$ cat src/rtl/ula_control.sv
// ula_control: registered ALU control decoder.
// Decodes the operation class from main control (ALUOp) and, where relevant,
// the R-type or immediate function field into a 4-bit ALU control code.
// The decoded value is registered on enabled clock edges (one-cycle latency)
// and an illegal flag marks undefined R-type function codes.
module ula_control (
  input  logic       clk,
  input  logic       rst_n,
  input  logic       en,
  input  logic [1:0] ALUOp,
  input  logic [3:0] FuncCode_tipoR,
  input  logic [1:0] FuncCode,
  output logic [3:0] ALUCtl,
  output logic       illegal
);

  // ALU control code set
  localparam logic [3:0] ALU_AND  = 4'b0000;
  localparam logic [3:0] ALU_OR   = 4'b0001;
  localparam logic [3:0] ALU_ADD  = 4'b0010;
  localparam logic [3:0] ALU_XOR  = 4'b0011;
  localparam logic [3:0] ALU_SUB  = 4'b0110;
  localparam logic [3:0] ALU_SLT  = 4'b0111;
  localparam logic [3:0] ALU_SLL  = 4'b1000;
  localparam logic [3:0] ALU_SRL  = 4'b1001;
  localparam logic [3:0] ALU_SRA  = 4'b1010;
  localparam logic [3:0] ALU_SLTU = 4'b1011;
  localparam logic [3:0] ALU_NOR  = 4'b1100;
  localparam logic [3:0] ALU_NOP  = 4'b1111;

  logic [3:0] dec_ctl;
  logic       dec_illegal;

  // Combinational decode; function fields are only examined inside the
  // ALUOp branch that uses them, so ignored fields never reach the result.
  always_comb begin
    dec_ctl     = ALU_ADD;
    dec_illegal = 1'b0;
    case (ALUOp)
      2'b00: begin
        dec_ctl     = ALU_ADD;
        dec_illegal = 1'b0;
      end
      2'b01: begin
        dec_ctl     = ALU_SUB;
        dec_illegal = 1'b0;
      end
      2'b10: begin
        dec_illegal = 1'b0;
        case (FuncCode_tipoR)
          4'b0000: dec_ctl = ALU_ADD;
          4'b0001: dec_ctl = ALU_SUB;
          4'b0010: dec_ctl = ALU_AND;
          4'b0011: dec_ctl = ALU_OR;
          4'b0100: dec_ctl = ALU_XOR;
          4'b0101: dec_ctl = ALU_NOR;
          4'b0110: dec_ctl = ALU_SLT;
          4'b0111: dec_ctl = ALU_SLL;
          4'b1000: dec_ctl = ALU_SRL;
          4'b1001: dec_ctl = ALU_SRA;
          4'b1010: dec_ctl = ALU_SLTU;
          default: begin
            // 1011..1111 are undefined: issue a NOP and flag it
            dec_ctl     = ALU_NOP;
            dec_illegal = 1'b1;
          end
        endcase
      end
      2'b11: begin
        dec_illegal = 1'b0;
        case (FuncCode)
          2'b00:   dec_ctl = ALU_ADD;  // ADDI
          2'b01:   dec_ctl = ALU_AND;  // ANDI
          2'b10:   dec_ctl = ALU_OR;   // ORI
          2'b11:   dec_ctl = ALU_SLT;  // SLTI
          default: dec_ctl = ALU_ADD;
        endcase
      end
      default: begin
        dec_ctl     = ALU_ADD;
        dec_illegal = 1'b0;
      end
    endcase
  end

  // Output register: async clear, load decoded value when enabled, else hold
  always_ff @(posedge clk or negedge rst_n) begin
    if (!rst_n) begin
      ALUCtl  <= 4'b0000;
      illegal <= 1'b0;
    end else if (en) begin
      ALUCtl  <= dec_ctl;
      illegal <= dec_illegal;
    end else begin
      ALUCtl  <= ALUCtl;
      illegal <= illegal;
    end
  end

endmodule

$ cat config.mk
export PLATFORM = sky130hd
export DESIGN_NAME = ula_control
export DESIGN_NICKNAME = d
export VERILOG_FILES = /design/src/rtl/ula_control.sv
export SDC_FILE = /design/constraint.sdc
export NUM_CORES = 1
export LEC_CHECK = 0
export ABC_AREA = 0
export CORE_AREA = 2 2 39 41
export CTS_BUF_LIST = sky130_fd_sc_hd__clkbuf_4 sky130_fd_sc_hd__clkbuf_8
export DETAILED_ROUTE_END_ITERATION = 12
export DIE_AREA = 0 0 41 43
export GPL_ROUTABILITY_DRIVEN = 0
export HOLD_SLACK_MARGIN = 0.06
export PLACE_DENSITY_LB_ADDON = 0.12
export SLEW_MARGIN = 10
export SYNTH_ARGS = -nofsm -noshare
export SYNTH_HDL_FRONTEND = slang
export SYNTH_SLANG_ARGS = --single-unit
$ cat constraint.sdc
create_clock -name clk -period 0.8 [get_ports clk]
set_clock_uncertainty 0.2 [all_clocks]
set_input_delay 0.16 -clock clk [delete_from_list [all_inputs] [get_ports clk]]
set_output_delay 0.16 -clock clk [all_outputs]
set_load 0.03 [all_outputs]
## Word-level counts from Yosys, hierarchy flattened

Cells that the tools add are included.

- Register bits after elaboration: 5
- Input port bits: 11
- Output and inout port bits: 5

- Equal/unequal tests: 16
- Mux-type cells: 5
- Reduce and logical (&&, ||, !) cells: 5

Operators by type and width:

| operator | number |
|---|---|
| one-hot mux 4 bit (11 select lines) | 1 |
| one-hot mux 4 bit (4 select lines) | 2 |
| equality test 4 x 3 -> 1 bit (second input constant) | 4 |
| equality test 4 bit (second input constant) | 3 |
| OR reduction 11 bit | 1 |
| equality test 2 bit (second input constant) | 4 |
| equality test 4 x 2 -> 1 bit (second input constant) | 2 |
| equality test 2 x 1 -> 1 bit (second input constant) | 2 |
| equality test 4 x 1 -> 1 bit (second input constant) | 1 |
| logical NOT 2 bit | 2 |
| logical NOT 4 bit | 1 |
| OR reduction 3 bit | 1 |
| one-hot mux 1 bit (2 select lines) | 1 |
| 2-to-1 mux 1 bit | 1 |

## Longest topological paths before layout

- Word-level depth: 4
- Gate-level depth with buffers: 5
- Depth with buffers taken out: 5

## Worst setup path after synthesis

No wires, ideal clock.

- Kind: input to register
- Start point: input port FuncCode[0]
- End point: register ALUCtl[1]
- Library setup time: 0.126 ns
- Data arrival time: 0.857 ns
- Slack: -0.383 ns
- Stages: 5
- Path buffers: 0
- Cells stage by stage: inv_1 -> ha_1 -> inv_1 -> a21oi_1 -> o32a_1

- Cells in the longest elaborated chain, start to end: 3
- Elaborated cells on any way between the ends: 6

RTL lines:

| what | RTL line | RTL |
|---|---|---|
| start, declared | 12 | `input logic [1:0] FuncCode,` |
| equality test 2 bit (tied with other cells) | 71 | `case (FuncCode)` |
| one-hot mux 4 bit (4 select lines) * | 71 |  |
| one-hot mux 4 bit (4 select lines) * | 39 | `case (ALUOp)` |
| end signal, assigned | 92 | `ALUCtl <= dec_ctl;` |
| end signal, assigned | 95 | `ALUCtl <= ALUCtl;` |
| end, declared | 13 | `output logic [3:0] ALUCtl,` |

Mark *: on every way between the ends. The rest lies on a longest branch, timed or not. The select of a mux whose other input is x is not followed.
A chain may end at the register's enable or synchronous reset.

## Final worst setup path

- Start point: register ALUCtl[1]
- End point: output port ALUCtl[1]

No word-level cell between the ends.

==> reports/metrics.yaml <==
critical_path:
  cp_top_family: "flip-flops"
  required_ns: 0.44
  crit_path_cell_trace: "buf_6"
  start_kind: "flip-flop"
  path_max_fanout: 2
  slowest_stage: "dfrtp_1"
  arrival_ns: 0.80
  r2r_slack_ns: -0.18
  critPathBufInv: 1
  critPathKind: "reg -> out"
  slowest_delay_ns: 0.40
  critPathCaptureType: "primary output"
pwr:
  peakVddDrop_mv: 0.607
  seq_power_share_pct: 30.7
  p_per_area_nw_per_um2: 1310
  sw_frac_of_total_pct: 31.2
  p_leak_nw: 0.322
  finalPower_mw: 0.962
  intPower_mw: 0.662
  clock_power_share_pct: 31.0
  switchingPower_mw: 0.301
  power_frac_comb_pct: 38.3
drt:
  dr_total_vias: 419
  routed_wl_um: 903
  postRouteAntennaNets: 0
  drtIter0Drc: 3
  via_per_inst: 4.71
  wire_per_inst_um: 10.1
  dr.pass1.iters: 4
  drcViolationCount: 0
finish:
  syn_to_final_growth_pct: 103
  fill_cells: 147
  fin_util_pct: 53.0
  layout.nets: 87
  num_antenna_cells: 0
  design_area_um2: 733
  drive_above_1_share_pct: 71.2
  final_cells: 89
synthesis:
  yosysWarnings: 0
  avgSynthCellArea_um2: 8.82
  ys_seq_area_share_pct: 34.6
  synthesis.area_um2: 362
  synth.largest_area_cell: "dfrtp_1"
  ys_top_cells_by_area: "dfrtp_1 35%, ha_1 6.9%, o31ai_4 5.9%"
  synthCells: 41
  synth_edf_count: 0
  syn_nets: 54
  ys_ff_latch: 5
  async_reset_ff_share_pct: 100
  ys_top_cells_by_count: "5 x dfrtp_1, 5 x inv_1, 4 x a21oi_1"
  synth_top_area_share_pct: 34.6
  synthDistinctLibCells: 23
  synthFlopType: "dfrtp_1"
global_route:
  grt_antenna_before_repair: 0
  first_global_vias: 370
  grt_pass1_wl_mm: 1.44
  overflow: 0
  grt_max_degree: 10
  grtUsageTotal_pct: 12.3
sta:
  worst_slack_ns: -0.361
  tns_ns: -2.45
  fmax_mhz: 862
  worstMarginPinSlew_ns: 0.245
  period_share_pct: 145
  setup_viol: 10
  rsz0062_at_grt: "true"
  fin_crit_ns: 1.16
  finalHoldViolCount: 5
  fin_hold_ws_ns: -0.0638
  slew_violations: 0
  maxSlewHeadroom_pct: 83.6
place:
  place_ws_ns: -0.913
  placed_cells: 80
  place_area_um2: 619
  io_buffer_count: 15
run_status:
  status: "finished with violations"
  violations: "negative hold slack, negative setup slack"
cts:
  cts-root-buf: "clkbuf_4"
  htree_levels: 1
  clk_pin_slew_worst_paths_ns: 0.05
  clkLatencyLatePin_ns: 0.25
  cts_tree: "built"
  clock-sinks: 5
  cts_buffer_depth: 2
  cts_buffers: 3
job:
  cap_violations: 0
die:
  initial_core_util_pct: 26.1
  coreArea_um2: 1380
  rows: 14
  pin_count: 16
  die_area_um2: 1760
  die_w_um: 41
  fp.dieH_um: 43
min_path:
  holdCritPathClass: "in -> async"
==> power by group through the flow <==
stage	combinational (mW)	sequential [mW]	clock, mW
after CTS	0.351	0.293	0.306
after floorplan	0.107	0.339	0
after global placement	0.306	0.293	0
after global routing	0.400	0.298	0.335
after detailed placement	0.306	0.294	0
final	0.368	0.296	0.298
==> state kept, by name, summed over array words and instances, names as in the netlist <==
register / count
ALUCtl: 4
illegal: 1
==> routing by layer <==
layer	track usage (%)	vias to the layer above	part of all wire, %
li1	-	212	-
met4	8.00	0	0.89
met5	0	-	0
met3	4.71	2	8.3
met1	12.5	190	41
met2	19.7	15	50
==> cell type report <==
type	instances	area, µm²	area share (%)
Sequential cell	5	130	17.7
Inverter	5	23.8	3.24
Timing Repair Buffer	30	273	37.2
Tap cell	16	20.0	2.73
Multi-Input combinational cell	29	259	35.3
Clock buffer	3	22.5	3.07
Clock inverter	1	5.00	0.683
==> cell usage in the layout (no fill, tap or decap), types with 2 or more instances in the layout <==
cell / Yosys / layout
a31oi_1: 2 / 2
nor2_2: 1 / 3
buf_6: 0 / 13
a21oi_2: 0 / 3
dfrtp_2: 0 / 4
clkbuf_4: 0 / 3
buf_4: 0 / 10
inv_2: 0 / 3
o21ai_0: 2 / 2
buf_2: 1 / 4
==> what timing repair did <==
| action | 4_1_cts | 5_1_grt |
|---|---|---|
| setup endpoints to repair | 10 | 10 |
| endpoints found under the hold margin | 5 | 5 |
| resized for setup | 49 | 9 |
| pin swaps | 7 | 4 |
| buffers inserted | 5 | 1 |
==> cells by family after synthesis <==
family                   Yosys count  share of synthesized area (%)
AO/OA/AOI/OAI                     15                           29.8
flip-flops                         5                           34.6
adder cells (fa/ha/maj)            2                           6.92
buffers and inverters              7                           7.61
multiplexers                       1                           4.15
AND/OR/NAND/NOR                   10                           14.5
XOR/XNOR                           1                           2.42
==> final timing paths <==
kind | from | endpoint | cells past startpoint
setup / recovery | ALUCtl[1] | ALUCtl[1] | 1
hold / removal | rst_n | ALUCtl[1] | 1
setup reg to reg | ALUCtl[1] | ALUCtl[1] | 2
hold reg to reg | ALUCtl[3] | ALUCtl[3] | 2
max in group asynchronous | rst_n | illegal | 1
min in group clk | FuncCode_tipoR[3] | ALUCtl[3] | 4
No activity file was read; power rests on OpenSTA's default activity.
